## config.mk

```make
export PLATFORM = sky130hd
export DESIGN_NAME = mips_multicycle_ctrl_flat
export DESIGN_NICKNAME = d
export VERILOG_FILES = /design/src/rtl/mips_multicycle_ctrl_if.sv /design/src/rtl/mips_multicycle_ctrl.sv /design/src/flat_wrapper.sv
export SDC_FILE = /design/constraint.sdc
export NUM_CORES = 1
export LEC_CHECK = 0
export ABC_AREA = 1
export CAP_MARGIN = 20
export CORE_UTILIZATION = 40
export DETAILED_ROUTE_END_ITERATION = 10
export SKIP_CTS_REPAIR_TIMING = 1
export SLEW_MARGIN = 40
export SYNTH_ARGS = -nofsm -noshare
export SYNTH_HDL_FRONTEND = slang
export SYNTH_SLANG_ARGS = --single-unit
```

## constraint.sdc

```tcl
create_clock -name clk -period 8.2 [get_ports clk]
set_clock_uncertainty 0.2 [all_clocks]
set_input_delay 0.82 -clock clk [delete_from_list [all_inputs] [get_ports clk]]
set_output_delay 0.82 -clock clk [all_outputs]
set_load 0.01 [all_outputs]
```

## src/rtl/mips_multicycle_ctrl_if.sv

```systemverilog
`default_nettype none
// ============================================================================
// Module   : mips_multicycle_ctrl_if
// Brief    : Control/status bundle between the multi-cycle sequencer and the
//            MIPS datapath (fetch, decode, regfile, ALU, data memory).
// Revision : 1.0 - initial release
// ============================================================================
interface mips_multicycle_ctrl_if #(
    parameter int PC_WIDTH  = 32,
    parameter int CNT_WIDTH = 16
);
    logic                 start;
    logic [5:0]           opcode;
    logic [15:0]          imm16;
    logic [25:0]          jtarget;
    logic                 alu_zero;

    logic [PC_WIDTH-1:0]  pc;
    logic                 ir_load;
    logic                 re;
    logic                 we;
    logic                 reg_write;
    logic                 mem_to_reg;
    logic                 busy;
    logic                 halted;
    logic                 illegal;
    logic [CNT_WIDTH-1:0] instr_count;

    // The sequencer owns the PC and all enables.
    modport master (
        input  start, opcode, imm16, jtarget, alu_zero,
        output pc, ir_load, re, we, reg_write, mem_to_reg,
               busy, halted, illegal, instr_count
    );

    modport slave (
        output start, opcode, imm16, jtarget, alu_zero,
        input  pc, ir_load, re, we, reg_write, mem_to_reg,
               busy, halted, illegal, instr_count
    );
endinterface
`default_nettype wire

```

## src/rtl/mips_multicycle_ctrl.sv

```systemverilog
`default_nettype none
// ============================================================================
// Module   : mips_multicycle_ctrl
// Brief    : Multi-cycle MIPS sequencer (FETCH/DECODE/EXEC/MEM/WB) owning the
//            PC, memory/regfile enables and a saturating retire counter.
// Revision : 1.0 - initial release
// ============================================================================
module mips_multicycle_ctrl #(
    parameter int                  PC_WIDTH  = 32,
    parameter logic [PC_WIDTH-1:0] PC_RESET  = '0,
    parameter int                  CNT_WIDTH = 16
) (
    input wire logic               clk,
    input wire logic               rst,
    mips_multicycle_ctrl_if.master bus
);

    localparam logic [2:0] c_st_idle   = 3'd0;
    localparam logic [2:0] c_st_fetch  = 3'd1;
    localparam logic [2:0] c_st_decode = 3'd2;
    localparam logic [2:0] c_st_exec   = 3'd3;
    localparam logic [2:0] c_st_mem    = 3'd4;
    localparam logic [2:0] c_st_wb     = 3'd5;
    localparam logic [2:0] c_st_halt   = 3'd6;

    localparam logic [5:0] c_op_rtype = 6'b000000;
    localparam logic [5:0] c_op_lw    = 6'b100011;
    localparam logic [5:0] c_op_sw    = 6'b101011;
    localparam logic [5:0] c_op_beq   = 6'b000100;
    localparam logic [5:0] c_op_j     = 6'b000010;
    localparam logic [5:0] c_op_halt  = 6'b111111;

    logic [2:0]           r_state;
    logic [2:0]           w_state_next;
    logic [5:0]           r_op;
    logic [PC_WIDTH-1:0]  r_pc;
    logic [PC_WIDTH-1:0]  w_pc_next;
    logic [CNT_WIDTH-1:0] r_count;
    logic                 r_illegal;
    logic                 w_retire;
    logic                 w_set_illegal;
    logic                 w_op_load;

    logic [PC_WIDTH-1:0]  w_pc_inc;
    logic [PC_WIDTH-1:0]  w_imm_sext;
    logic [PC_WIDTH-1:0]  w_pc_branch;
    logic [PC_WIDTH-1:0]  w_pc_jump;

    generate
        if (PC_WIDTH > 16) begin : g_imm_wide
            assign w_imm_sext = {{(PC_WIDTH-16){bus.imm16[15]}}, bus.imm16};
        end else begin : g_imm_narrow
            assign w_imm_sext = bus.imm16[PC_WIDTH-1:0];
        end

        // j keeps the PC's upper region and replaces the low 26 bits.
        if (PC_WIDTH > 26) begin : g_jump_wide
            assign w_pc_jump = {r_pc[PC_WIDTH-1:26], bus.jtarget};
        end else begin : g_jump_narrow
            assign w_pc_jump = bus.jtarget[PC_WIDTH-1:0];
        end
    endgenerate

    assign w_pc_inc    = r_pc + PC_WIDTH'(1);
    assign w_pc_branch = w_pc_inc + w_imm_sext;

    always_comb begin
        w_state_next  = r_state;
        w_pc_next     = r_pc;
        w_retire      = 1'b0;
        w_set_illegal = 1'b0;
        w_op_load     = 1'b0;
        case (r_state)
            c_st_idle: begin
                if (bus.start) w_state_next = c_st_fetch;
            end
            c_st_fetch: w_state_next = c_st_decode;
            c_st_decode: begin
                w_op_load = 1'b1;
                case (bus.opcode)
                    c_op_rtype, c_op_lw, c_op_sw, c_op_beq: w_state_next = c_st_exec;
                    c_op_j: begin
                        w_pc_next    = w_pc_jump;
                        w_retire     = 1'b1;
                        w_state_next = c_st_fetch;
                    end
                    c_op_halt: begin
                        w_retire     = 1'b1;
                        w_state_next = c_st_halt;
                    end
                    default: begin
                        w_set_illegal = 1'b1;
                        w_state_next  = c_st_halt;
                    end
                endcase
            end
            c_st_exec: begin
                case (r_op)
                    c_op_rtype:       w_state_next = c_st_wb;
                    c_op_lw, c_op_sw: w_state_next = c_st_mem;
                    c_op_beq: begin
                        w_pc_next    = bus.alu_zero ? w_pc_branch : w_pc_inc;
                        w_retire     = 1'b1;
                        w_state_next = c_st_fetch;
                    end
                    default:          w_state_next = c_st_halt;
                endcase
            end
            c_st_mem: begin
                if (r_op == c_op_lw) begin
                    w_state_next = c_st_wb;
                end else begin
                    w_pc_next    = w_pc_inc;
                    w_retire     = 1'b1;
                    w_state_next = c_st_fetch;
                end
            end
            c_st_wb: begin
                w_pc_next    = w_pc_inc;
                w_retire     = 1'b1;
                w_state_next = c_st_fetch;
            end
            c_st_halt: w_state_next = c_st_halt;
            default:   w_state_next = c_st_idle;
        endcase
    end

    always_ff @(posedge clk or posedge rst) begin
        if (rst) begin
            r_state <= c_st_idle;
        end else begin
            r_state <= w_state_next;
        end
    end

    always_ff @(posedge clk or posedge rst) begin
        if (rst) begin
            r_pc      <= PC_RESET;
            r_op      <= '0;
            r_count   <= '0;
            r_illegal <= 1'b0;
        end else begin
            r_pc <= w_pc_next;
            if (w_op_load) r_op <= bus.opcode;
            if (w_retire && !(&r_count)) r_count <= r_count + CNT_WIDTH'(1);
            if (w_set_illegal) r_illegal <= 1'b1;
        end
    end

    // Every enable is a pure decode of registered state, so reset clears them at once.
    assign bus.pc          = r_pc;
    assign bus.ir_load     = (r_state == c_st_fetch);
    assign bus.re          = (r_state == c_st_mem) && (r_op == c_op_lw);
    assign bus.we          = (r_state == c_st_mem) && (r_op == c_op_sw);
    assign bus.reg_write   = (r_state == c_st_wb);
    assign bus.mem_to_reg  = (r_state == c_st_wb) && (r_op == c_op_lw);
    assign bus.busy        = (r_state != c_st_idle) && (r_state != c_st_halt);
    assign bus.halted      = (r_state == c_st_halt);
    assign bus.illegal     = r_illegal;
    assign bus.instr_count = r_count;

endmodule
`default_nettype wire

```

## src/flat_wrapper.sv

```systemverilog
// flat-port wrapper written by rule: the top's interface ports become plain ports
module mips_multicycle_ctrl_flat 
#(
    parameter int                  PC_WIDTH  = 32,
    parameter logic [PC_WIDTH-1:0] PC_RESET  = '0,
    parameter int                  CNT_WIDTH = 16
)
  (clk, rst, bus_start, bus_opcode, bus_imm16, bus_jtarget, bus_alu_zero, bus_pc, bus_ir_load, bus_re, bus_we, bus_reg_write, bus_mem_to_reg, bus_busy, bus_halted, bus_illegal, bus_instr_count);
  mips_multicycle_ctrl_if #(.PC_WIDTH(PC_WIDTH), .CNT_WIDTH(CNT_WIDTH)) bus_i ();
  input wire logic clk;
  input wire logic rst;
  input wire logic [$bits(bus_i.start)-1:0] bus_start;
  input wire logic [$bits(bus_i.opcode)-1:0] bus_opcode;
  input wire logic [$bits(bus_i.imm16)-1:0] bus_imm16;
  input wire logic [$bits(bus_i.jtarget)-1:0] bus_jtarget;
  input wire logic [$bits(bus_i.alu_zero)-1:0] bus_alu_zero;
  output wire logic [$bits(bus_i.pc)-1:0] bus_pc;
  output wire logic [$bits(bus_i.ir_load)-1:0] bus_ir_load;
  output wire logic [$bits(bus_i.re)-1:0] bus_re;
  output wire logic [$bits(bus_i.we)-1:0] bus_we;
  output wire logic [$bits(bus_i.reg_write)-1:0] bus_reg_write;
  output wire logic [$bits(bus_i.mem_to_reg)-1:0] bus_mem_to_reg;
  output wire logic [$bits(bus_i.busy)-1:0] bus_busy;
  output wire logic [$bits(bus_i.halted)-1:0] bus_halted;
  output wire logic [$bits(bus_i.illegal)-1:0] bus_illegal;
  output wire logic [$bits(bus_i.instr_count)-1:0] bus_instr_count;
  assign bus_i.start = bus_start;
  assign bus_i.opcode = bus_opcode;
  assign bus_i.imm16 = bus_imm16;
  assign bus_i.jtarget = bus_jtarget;
  assign bus_i.alu_zero = bus_alu_zero;
  assign bus_pc = bus_i.pc;
  assign bus_ir_load = bus_i.ir_load;
  assign bus_re = bus_i.re;
  assign bus_we = bus_i.we;
  assign bus_reg_write = bus_i.reg_write;
  assign bus_mem_to_reg = bus_i.mem_to_reg;
  assign bus_busy = bus_i.busy;
  assign bus_halted = bus_i.halted;
  assign bus_illegal = bus_i.illegal;
  assign bus_instr_count = bus_i.instr_count;
  mips_multicycle_ctrl #(.PC_WIDTH(PC_WIDTH), .PC_RESET(PC_RESET), .CNT_WIDTH(CNT_WIDTH)) u_core (.clk(clk), .rst(rst), .bus(bus_i));
endmodule
```

# Word-level counts from Yosys, hierarchy flattened
# Index checks and enable logic that the tools add are counted.
# classes
n_addsub,3
bitwise,1
reduce_logical,19
muxes,17
eq_ne,19
# ops
operator,count
$pmux 32 s4,1
$mux 32,3
$add 32x1->32 const B,1
$add 32x32->32,1
$eq 6x6->1 const B,5
$mux 26,1
$pmux 3 s7,1
$add 16x1->16 const B,1
$reduce_and 16->1,1
$eq 6x3->1 const B,2
$logic_not 6->1,2
$eq 3x3->1 const B,3
$pmux 3 s3,1
$reduce_and 4->1,2
$eq 3x2->1 const B,2
$eq 6x2->1 const B,1
$mux 1,6
$mux 3,2
$pmux 3 s2,1
$reduce_bool 3->1,2
$reduce_or 6->1,1
$logic_and 1x1->1,5
$ne 2x1->1 const B,2
$ne 2x2->1 const B,2
9 further kinds,10
# word_totals
out_inout_bits,56
inputBits,52
elab_cells,65
ff_bits,58

# Longest topological paths before layout
# Gate-level depths: netlist (run 1).
# logic_depth
word_depth,5
depth_mapped,23
mapped_depth_nobuf,23

# Least setup slack after synthesis (run 1)
# No wires, ideal clock.
# synth_timing
path_type,reg-to-reg
from,"reg u_core.r_pc[0], in the netlist u_core.bus.pc[0]"
to,"reg u_core.r_pc[27], in the netlist u_core.bus.pc[27]"
setup_slack_ps,5204
arrival_ps,2678
path_stages_with_launch,22
cell_sequence,dfrtp_1 > ha_1 > nand2_1 > nor2_1 > nand2_1 > nor2_1 > nand2_1 > xor2_1 > inv_1 > ha_1 > nand2_1 > inv_1 > nand2_1 > nand2_1 > a21oi_1 > nor2_1 > nor3_1 > nand2_1 > nand2_1 > nand3_1 > a21oi_1 > nor2_1
# synth_between
elab_chain_cells,5
elab_cells_between_ends,6
classes_between,2 x add/sub; 4 x mux
# synth_rtl
item,line_no,text
from (decl),mips_multicycle_ctrl.sv:36,logic [PC_WIDTH-1:0] r_pc;
from (signal assigned),mips_multicycle_ctrl.sv:143,r_pc <= w_pc_next;
$add 32x1->32 *,mips_multicycle_ctrl.sv:64,assign w_pc_inc = r_pc + PC_WIDTH'(1);
$add 32x32->32,mips_multicycle_ctrl.sv:65,assign w_pc_branch = w_pc_inc + w_imm_sext;
$mux 32,mips_multicycle_ctrl.sv:102,w_pc_next = bus.alu_zero ? w_pc_branch : w_pc_inc;
$mux 32,mips_multicycle_ctrl.sv:98,case (r_op)
$pmux 32 s4 *,mips_multicycle_ctrl.sv:73,case (r_state)
# Every way passes the cells marked *; elsewhere a longest branch is shown, timed or not. The select of a mux whose other input is x is not followed.
# A chain may end at the register's enable or synchronous reset.

# Final worst setup path (run 1)
# layout_timing
from,"reg u_core.r_pc[0], in the netlist u_core.bus.pc[0]"
to,"reg u_core.r_pc[30], in the netlist u_core.bus.pc[30]"
# The elaborated chain is that of the path after synthesis.

==> metrics.cfg, run 1 <==
[critical_path]
cp-start-kind=register
cp_data_required_time_ns=8.22
r2r_cells=17
r2r_end=u_core.bus.pc[30]
critPathKind=reg2reg
endpoint_kind=register
rrSetupSlack_ns=4.36
crit_arrival_ns=3.87
path_max_fanout=6
reg2reg_from=u_core.bus.pc[0]

[timing]
slew_violations=0
tns_ns=0
slew_headroom_pct=49.5
finalSetupViolations=0
hold_viol=0
worstMarginPinSlew_ns=0.756
fmax_mhz=260
min_period_ns=3.84
holdWs_ns=0.266
fin_ws_ns=4.36
rsz0062_at_grt=false
post-route-period-util_pct=46.9

[logic_synthesis]
synth_cell_types=45
ys.flop_type=dfrtp_1
syn_area_um2=6290
seq_area_frac_synth_pct=23.1
synth-seq-cells=58
synthCells=1029
synth_edf_count=0
ys_warn_count=0
syn-num-nets=1121
synth.avg_cell_area_um2=6.11
async_flop_share_pct=100

[grt]
grt_busiest_layer=met2
grt_antenna_before_repair=0
grt_pass1_wl_um=34500
first_global_vias=6518
use_met2_pct=45.2
grt_max_degree=59
met3_usage_pct=3.48
grt.total_usage_pct=27.6
use_met1_pct=38.5
grt.overflow.total=0

[detailed_routing]
dr.pass1.iters=5
drc_errors=0
wirelength_um=22000
via_per_inst=5.20
detail-route-antenna-nets=0
vias=7000
drt-initial-drc-count=525
wl_per_cell_um=16.3

[floorplan]
num_rows=45
initial_core_util_pct=41.2
die-height_um=127
die_w_um=127
io_pins=108
fp.dieArea_um2=16200
core-area_um2=15300

[hold_path]
whs_path_depth=1
hp-class=reg2reg
worst_hold_path.endpoint=u_core.bus.illegal
hold_start=u_core.bus.illegal

[power]
seq_power_share_pct=19.0
combPwrFrac_pct=68.9
p_clk_share_pct=12.0
p_sw_share_pct=54.0
internal_power_mw=1.43
p_leak_nw=3.84
switchingPower_mw=1.68
power_density_nw_per_um2=397
vdd_ir_drop_max_mv=0.263

[layout]
final_cell_mix=nand2_1 (269), inv_1 (134), nor2_1 (132), clkdlybuf4s50_1 (106), a21oi_1 (85)
diodes=0
drive_above_1_share_pct=4.84
final_common_cell=nand2_1
area_growth_pct=24.9
n_fill_cell=1622
final_nets=1223

[place]
place.gp.congestion=0.933
io_buffers=107
pre_cts_ws_ns=4.25
place_hpwl_um=17300

[clocking]
path_clk_slew_ns=0.06
root_buffer=clkbuf_16
clk-insertion-delay-late_ns=0.33
numCtsBuffers=9
clock_sinks=58
htreeDepth=3
cts_tree=done
cts_buffer_depth=2

[run]
max_cap_viol_count=0

[status]
status=finished clean

## cell usage after synthesis (6+ instances only)
master	instances	share of area, %
nand2_1	269	16
inv_2	15	0.90
dfrtp_1	58	23
nand4_1	14	1.4
o211ai_1	10	1.2
o21ai_0	36	2.9
a21oi_1	85	6.8
xor2_1	29	4.0
nor2_1	132	7.9
ha_1	39	7.8
inv_1	135	8.1
a31oi_1	6	0.60
nand3_1	72	5.7
xnor2_1	13	1.8
nor3_1	28	2.2
clkbuf_1	13	0.78
o21ai_1	12	0.96
## sequential cells by signal (all words and copies together) (netlist names)
register and count:
u_core.bus.pc 32, u_core.bus.instr_count 16, u_core.r_state 3, u_core.r_op 6, u_core.bus.illegal 1
## power by group through the flow
stage	Combinational, mW	Sequential (mW)	Clock [mW]
after floorplan	1.42	0.586	0
after global placement	2.12	0.594	0
after detailed placement	2.13	0.594	0
after CTS	2.14	0.590	0.382
after global routing	2.41	0.610	0.393
final	2.15	0.593	0.375
## how the worst max path moves through the flow
stage,from,to,slack (ns),cells after the start
final,u_core.bus.pc[0],u_core.bus.pc[30],4.36,17
after global routing,u_core.bus.pc[0],u_core.bus.pc[30],4.10,17
after CTS,u_core.bus.pc[0],u_core.bus.pc[23],4.50,18
after detailed placement,bus_imm16[15],u_core.bus.pc[17],4.25,11
after global placement,bus_imm16[15],u_core.bus.pc[17],4.20,11
after floorplan,u_core.bus.pc[0],u_core.bus.pc[27],5.20,21
## stage by stage
step / total power, mW / util (%) / std cells / instance area (um2)
after detailed placement: 2.72 / 49.5 / 1331 / 7560
final: 3.12 / 51.4 / 1347 / 7850
after floorplan: 2.00 / - / 1029 / 6290
after CTS: 3.11 / 51.5 / 1347 / 7850
after global placement: 2.72 / 49.5 / 1331 / 7560
after global routing: 3.42 / 51.4 / 1347 / 7850
## logic make-up (layout without fill, tap and decap cells)
family	Yosys count	in the layout	share of synthesized area [%]
AOI/OAI and AO/OA	179	179	16.2
xor gates and xnor gates	42	42	5.85
adders and majority gates	40	40	8.08
buffers and inverters	170	277	10.4
DFF	58	58	23.1
and+or+nand+nor	540	540	36.4
## critical path, cell delays in order, from the launching register on
cell	delay, ns
dfrtp_1	0.45
nand3_1	0.26
nor2_1	0.18
nand2_2	0.12
nor2_4	0.19
nand3_1	0.14
xor2_1	0.22
inv_1	0.10
ha_1	0.36
nand2_1	0.13
nor2_1	0.20
nand2_1	0.08
o21ai_0	0.52
nand2_1	0.20
nand3_1	0.11
nand3_1	0.08
a21oi_1	0.14
nor2_1	0.05
## cell type report
type | instances | area [um2] | area share [%]
Inverter | 151 | 567 | 7.22
Sequential cell | 58 | 1450 | 18.5
Clock buffer | 9 | 225 | 2.87
Timing Repair Buffer | 110 | 1090 | 13.9
Multi-Input combinational cell | 801 | 4180 | 53.3
Tap cell | 211 | 264 | 3.36
Clock inverter | 7 | 70.1 | 0.893
## layer usage
metal  vias up  routed length, um
met5         -                  0
met4         0                357
li1       3550                  -
met1      3219              10500
met3        23               1150
met2       208              10100
(Power assumes the default switching activity.)
==> run 2, diff against run 1 <==
--- a/config.mk
+++ b/config.mk
@@ -9,6 +9,7 @@
 export CAP_MARGIN = 20
 export CORE_UTILIZATION = 40
 export DETAILED_ROUTE_END_ITERATION = 10
+export PLACE_DENSITY = 0.66
 export SKIP_CTS_REPAIR_TIMING = 1
 export SLEW_MARGIN = 40
 export SYNTH_ARGS = -nofsm -noshare
==> constraint.sdc (replaced) <==
create_clock -name clk -period 3.5 [get_ports clk]
set_clock_uncertainty 0.2 [all_clocks]
set_input_delay 0.35 -clock clk [delete_from_list [all_inputs] [get_ports clk]]
set_output_delay 0.35 -clock clk [all_outputs]
set_load 0.01 [all_outputs]
==> run 2 against run 1 <==
Compared with the run above: via count grew 4.7%; total power rose to 2.6 times the previous value; worst setup slack worse by 4.2 ns.
==> metrics.cfg, run 2 (synthesis results as in run 1) <==
[status]
status=finished clean

[layout]
largest_reg_flops=32  ; unchanged
utilization_pct=56.2  ; +4.8 points
drive_above_1_share_pct=14.0  ; +9.2 points
diodes=0  ; unchanged
final_nets=1284  ; +5.0%
final_cell_mix=nand2_1 (266), inv_1 (134), nor2_1 (116), clkdlybuf4s50_1 (107), a21oi_1 (77)
final_cell_area_um2=8580  ; +9.3%
area_growth_pct=36.5
final_common_cell=nand2_1

[timing]
hold_viol=0  ; unchanged
slew_violations=0  ; unchanged
post-route-period-util_pct=95.1  ; +48 points
slew_headroom_pct=63.7  ; +14 points
min_period_ns=3.33  ; -0.515 ns
finalSetupViolations=0  ; unchanged
fmax_mhz=300  ; +15%
worstMarginPinSlew_ns=0.544  ; -0.212 ns

[grt]
grt_pass1_wl_um=34100  ; -1.1%
first_global_vias=6537  ; +0.29%
grt.total_usage_pct=27.3  ; -0.32 points
grt.overflow.total=0  ; unchanged
grt_max_degree=59  ; unchanged
grt_antenna_before_repair=0  ; unchanged

[floorplan]
num_rows=45  ; unchanged
io_pins=108  ; unchanged
core-area_um2=15300  ; unchanged
initial_core_util_pct=41.2  ; unchanged
die_w_um=127  ; unchanged
fp.dieArea_um2=16200  ; unchanged
die-height_um=127  ; unchanged

[clocking]
htreeDepth=3  ; unchanged
clk-insertion-delay-late_ns=0.34  ; about the same
path_clk_slew_ns=0.06  ; about the same
cts_buffer_depth=2  ; unchanged
root_buffer=clkbuf_16
cts_tree=done
clock_sinks=58  ; unchanged
numCtsBuffers=9  ; unchanged

[detailed_routing]
detail-route-antenna-nets=0  ; unchanged
vias=7326  ; +4.7%
drt-initial-drc-count=485  ; -7.6%
via_per_inst=5.20  ; +0.12%
wirelength_um=22400  ; +1.7%
wl_per_cell_um=15.9  ; -2.7%
drc_errors=0  ; unchanged
dr.pass1.iters=5  ; unchanged

[place]
io_buffers=107  ; unchanged
place_hpwl_um=17600  ; +1.7%
placed_area_um2=7970  ; +5.5%
place.gp.congestion=0.978  ; +4.8%

[critical_path]
endpoint_kind=register
cp-start-kind=register
critPathKind=reg2reg
path_max_fanout=6  ; unchanged
cp_data_required_time_ns=3.57  ; -4.65 ns
crit_arrival_ns=3.40  ; -0.47 ns

[hold_path]
hp-class=in2async

[power]
vdd_ir_drop_max_mv=0.406  ; +54%
power_density_nw_per_um2=941  ; +140%
p_leak_nw=4.16  ; +8.4%

[run]
max_cap_viol_count=0  ; unchanged

-- run 2: cell count changes in the layout (fill, tap and decap cells not counted), moves of 5 or more --
cell     delta
a21oi_1     -8
a21oi_2     +8
buf_4      +61
dfrtp_1     -8
dfrtp_2     +8
ha_1        -6
nor2_1     -16
nor2_2     +13
nor3_1      -5
o21ai_0     -7
o21ai_1     +7
xor2_1      -5
xor2_2      +5
-- run 2: layer usage --
layer	vias up	global-route usage [%]	part of all wire (%)
met5	-	0	0
met4	0	6.44	1.7
met3	32	4.19	6.7
met2	272	45.3	46
met1	3355	37.2	45
li1	3667	-	-
-- run 2: worst max-delay path, cell delays in order (launching register included) --
cell and delay [ns]:
dfrtp_2 0.43, inv_1 0.09, nor3_1 0.39, nand2_1 0.09, nor2_1 0.28, nand4_1 0.14
nand2_1 0.15, inv_1 0.06, ha_1 0.37, nand2_1 0.14, nor2_1 0.18, nand2_1 0.09
nor2_1 0.11, nand2_1 0.08, nand3_1 0.10, nand3_1 0.08, nand2_1 0.07, nand3_1 0.08
a21oi_1 0.13
-- run 2: final timing paths --
| check | cells after the start | startpoint | slack, ns | end |
|---|---|---|---|---|
| min | 3 | rst | 0.20 | u_core.bus.instr_count[10] |
| max | 18 | u_core.bus.pc[9] | 0.17 | u_core.bus.pc[31] |
| max in group asynchronous | 3 | rst | 2.61 | u_core.bus.pc[0] |
| min reg2reg | 1 | u_core.bus.illegal | 0.27 | u_core.bus.illegal |
| min in group clk | 1 | u_core.bus.illegal | 0.27 | u_core.bus.illegal |
| max reg2reg | 18 | u_core.bus.pc[9] | 0.17 | u_core.bus.pc[31] |
-- run 2: final cells by class --
cell class	count	area (um2)
Clock buffer	12	246
Clock inverter	4	75.1
Fill cell	1526	6680
Timing Repair Buffer	171	1560
Tap cell	211	264
Sequential cell	58	1460
Multi-Input combinational cell	801	4400
Inverter	151	567
-- run 2: where the power goes --
part / total (mW) / internal, mW / switching [mW] / leakage (nW)
Sequential: 1.33 / 0.976 / 0.354 / 0.684
Combinational: 5.77 / 2.29 / 3.48 / 3.33
Clock: 0.975 / 0.643 / 0.332 / 0.149
-- run 2: per-stage QoR --
step / worst slack [ns] / setup TNS, ns / instances / hold WS [ns] / power (mW)
2_1_floorplan: 0.504 / 0 / 1029 / 0.271 / 4.70
3_3_place_gp: 0.0248 / 0 / 1385 / 0.245 / 6.73
3_5_place_dp: 0.0675 / 0 / 1385 / 0.257 / 6.74
4_1_cts: 0.0521 / 0 / 1401 / 0.214 / 7.75
5_1_grt: -0.0287 / -0.120 / 1408 / 0.222 / 8.73
6_report: 0.172 / 0 / 1408 / 0.195 / 8.07
==> run 3, diff against run 2 <==
--- a/config.mk
+++ b/config.mk
@@ -5,11 +5,11 @@
 export SDC_FILE = /design/constraint.sdc
 export NUM_CORES = 1
 export LEC_CHECK = 0
-export ABC_AREA = 1
 export CAP_MARGIN = 20
 export CORE_UTILIZATION = 40
+export CTS_BUF_LIST = sky130_fd_sc_hd__clkbuf_8 sky130_fd_sc_hd__clkbuf_16
 export DETAILED_ROUTE_END_ITERATION = 10
-export PLACE_DENSITY = 0.66
+export PLACE_DENSITY = 0.67
 export SKIP_CTS_REPAIR_TIMING = 1
 export SLEW_MARGIN = 40
 export SYNTH_ARGS = -nofsm -noshare
==> run 3 against run 2 <==
Compared with the run above: the flow now finishes with violations (setup timing); routed wire length down 5.0%; combinational power rose by 3%; non-clock buffer count up 112; die area down 12%; clock power shrank 5.5%; final area grew 4.8%; synthesized cell count decreased by 34%; worst hold slack got worse by 0.033 ns; sequential share of layout area fell by 0.78 points; total power increased by 0.37%; worst setup slack got worse by 0.49 ns; critical path depth is 4 lower; critical endpoint unchanged; highest routed layer unchanged.
==> metrics.cfg, run 3 <==
[power]
p_sw_share_pct=45.2  ; -6.4 points
internal_power_mw=4.44  ; +14%
power_density_nw_per_um2=901  ; -4.2%
power_mw=8.10  ; +0.37%
p_leak_nw=3.80  ; -8.8%
combPwrFrac_pct=73.3  ; +1.9 points
seq_power_share_pct=15.3  ; -1.2 points
p_clk_share_pct=11.4  ; -0.7 points
vdd_ir_drop_max_mv=0.430  ; +5.9%
switchingPower_mw=3.66  ; -12%

[logic_synthesis]
synth_cell_types=76  ; +69%
synth_edf_count=0  ; unchanged
synth.avg_cell_area_um2=8.20  ; +34%
synthCells=676  ; -34%
ys.flop_type=dfrtp_1
synth_top_area_share_pct=26.2  ; +3.1 points
yosysMostFrequentCell=nand2_1
synthTopCellsByArea=dfrtp_1 (26%), ha_1 (8.8%), xnor2_1 (6.6%), nand2_1 (5.0%), a21oi_1 (4.7%)
syn-num-nets=768  ; -31%
async_flop_share_pct=100  ; unchanged
ys_warn_count=0  ; unchanged
seq_area_frac_synth_pct=26.2  ; +3.1 points
syn_area_um2=5540  ; -12%
yosys-top-cells-count=nand2_1 (74), dfrtp_1 (58), nor2_1 (55)
synth-seq-cells=58  ; unchanged
yosys.area.top_type=dfrtp_1

[layout]
fin_cells=1123  ; -20%
drive_above_1_share_pct=32.8  ; +19 points
largest_reg_flops=32  ; unchanged
utilization_pct=67.1  ; +11 points
final_common_cell=buf_4
final_cell_mix=buf_4 (165), clkdlybuf4s50_1 (107), nand2_1 (70), dfrtp_1 (50), nor2_1 (47)
final_nets=1034  ; -19%
diodes=0  ; unchanged
area_growth_pct=62.4

[place]
placedCellCount=1090  ; -21%
place_hpwl_um=15700  ; -11%
pre_cts_ws_ns=-0.236  ; -0.303 ns
place.gp.congestion=0.975  ; -0.33%
io_buffers=107  ; unchanged

[clocking]
numCtsBuffers=9  ; unchanged
clock_sinks=58  ; unchanged
htreeDepth=3  ; unchanged
cts_buffer_depth=2  ; unchanged
clk-insertion-delay-late_ns=0.34  ; about the same
path_clk_slew_ns=0.05  ; about the same
cts_tree=done
root_buffer=clkbuf_16

[timing]
slew_violations=0  ; unchanged
fin_ws_ns=-0.313  ; -0.485 ns
worstMarginPinSlew_ns=0.611  ; +0.0666 ns
slew_headroom_pct=58.7  ; -5.0 points
finalSetupViolations=9  ; +9
rsz0062_at_grt=true
min_period_ns=3.81  ; +0.485 ns
fmax_mhz=262  ; -13%
hold_viol=0  ; unchanged
post-route-period-util_pct=109  ; +14 points

[floorplan]
initial_core_util_pct=41.3  ; +0.15 points
die-height_um=120  ; -6.0%
io_pins=108  ; unchanged
fp.dieArea_um2=14300  ; -12%
num_rows=42  ; -6.7%
core-area_um2=13400  ; -12%
die_w_um=120  ; -6.0%

[status]
violations=setup timing
status=complete, but fails checks

[grt]
grt_antenna_before_repair=0  ; unchanged
grt.total_usage_pct=29.0  ; +1.7 points
first_global_vias=6411  ; -1.9%
grt_pass1_wl_um=32900  ; -3.6%
grt.overflow.total=0  ; unchanged
grt_max_degree=36  ; -39%

[detailed_routing]
drt-initial-drc-count=519  ; +7.0%
drc_errors=0  ; unchanged
dr.pass1.iters=5  ; unchanged
wl_per_cell_um=18.9  ; +19%
detail-route-antenna-nets=0  ; unchanged
vias=6508  ; -11%
via_per_inst=5.80  ; +11%
wirelength_um=21300  ; -5.0%

[run]
max_cap_viol_count=0  ; unchanged

[critical_path]
reg2reg_from=u_core.bus.pc[5]
cp-start-kind=register
path_max_fanout=8  ; +2
crit_arrival_ns=3.82  ; +0.42 ns
critPathLaunch=u_core.bus.pc[5]
r2r_end=u_core.bus.pc[31]
cp_data_required_time_ns=3.51  ; -0.06 ns
critPathKind=reg2reg
rrSetupSlack_ns=-0.31  ; -0.49 ns
endpoint=u_core.bus.pc[31]
r2r_cells=14  ; -4
endpoint_kind=register

[hold_path]
hp-class=in2async

==> run 3: changes by cell type after synthesis, sizes merged, moves of 9 or more <==
cell	change
nand2	-198
a221oi	+12
a21oi	-32
and4	+11
nand3	-47
nor3	-17
nor2	-82
xnor2	+29
inv	-128
clkbuf	+9
==> run 3: how the worst min path moves through the flow <==
stage                              start                        end  depth (start not counted)
2_1_floorplan              bus_opcode[0]             u_core.r_op[0]                          1
3_3_place_gp   u_core.bus.instr_count[6]  u_core.bus.instr_count[6]                          1
3_5_place_dp          u_core.bus.illegal         u_core.bus.illegal                          1
4_1_cts                              rst  u_core.bus.instr_count[2]                          2
5_1_grt                              rst  u_core.bus.instr_count[1]                          2
6_report                             rst  u_core.bus.instr_count[1]                          2
==> run 3: cells by family after synthesis <==
logic type / count (synthesis) / synth area share [%]
simple gates: 252 / 24.2
compound gates: 203 / 25.0
xor+xnor: 64 / 10.1
flops: 58 / 26.2
buf+inv: 50 / 3.57
fa+ha+maj: 40 / 9.17
mux: 9 / 1.78
==> run 3: power by group through the flow <==
stage          clock network, mW  registers, mW  logic [mW]
2_1_floorplan                  0           1.33        2.61
3_3_place_gp                   0           1.20        5.05
3_5_place_dp                   0           1.23        5.14
4_1_cts                    0.930           1.22        5.18
5_1_grt                    0.959           1.28        6.37
6_report                   0.921           1.24        5.94
==> run 3: cell type report <==
| class | count | area (um2) |
|---|---|---|
| multi-input combinational | 568 | 4480 |
| fill | 1081 | 4410 |
| timing repair buffer | 283 | 2440 |
| sequential | 58 | 1460 |
| clock buffer | 11 | 253 |
| tap | 176 | 220 |
| inverter | 22 | 82.6 |
| clock inverter | 5 | 53.8 |
==> run 3: per-layer routing <==
| metal | part of all wire [%] | global-route usage [%] | wire length (um) | up-vias |
|---|---|---|---|---|
| met5 | 0 | 0 | 0 | - |
| met1 | 43 | 38.0 | 9230 | 3162 |
| li1 | - | - | - | 3050 |
| met3 | 7.0 | 7.08 | 1480 | 45 |
| met2 | 47 | 46.9 | 9990 | 251 |
| met4 | 2.6 | 9.30 | 556 | 0 |
==> run 3: critical path, stage by stage (launching register included) <==
cell,delay (ns)
dfrtp_1,0.34
and4_1,0.24
buf_6,0.15
nand3_4,0.11
nor2_1,0.12
xor2_1,0.25
ha_1,0.30
a21oi_1,0.24
or3_1,0.16
o211ai_1,0.15
a2111oi_4,0.44
nor2_2,0.12
a41oi_4,0.27
nor3_1,0.08
or4b_1,0.50
==> run 3: stage by stage <==
step,cell area [um2],hold WS (ns),TNS [ns]
after floorplan,5630,0.302,-0.0269
after global placement,8000,0.276,-0.766
after detailed placement,8000,0.266,-1.17
after CTS,8310,0.179,-1.62
after global routing,8990,0.210,-2.96
final,8990,0.162,-1.32
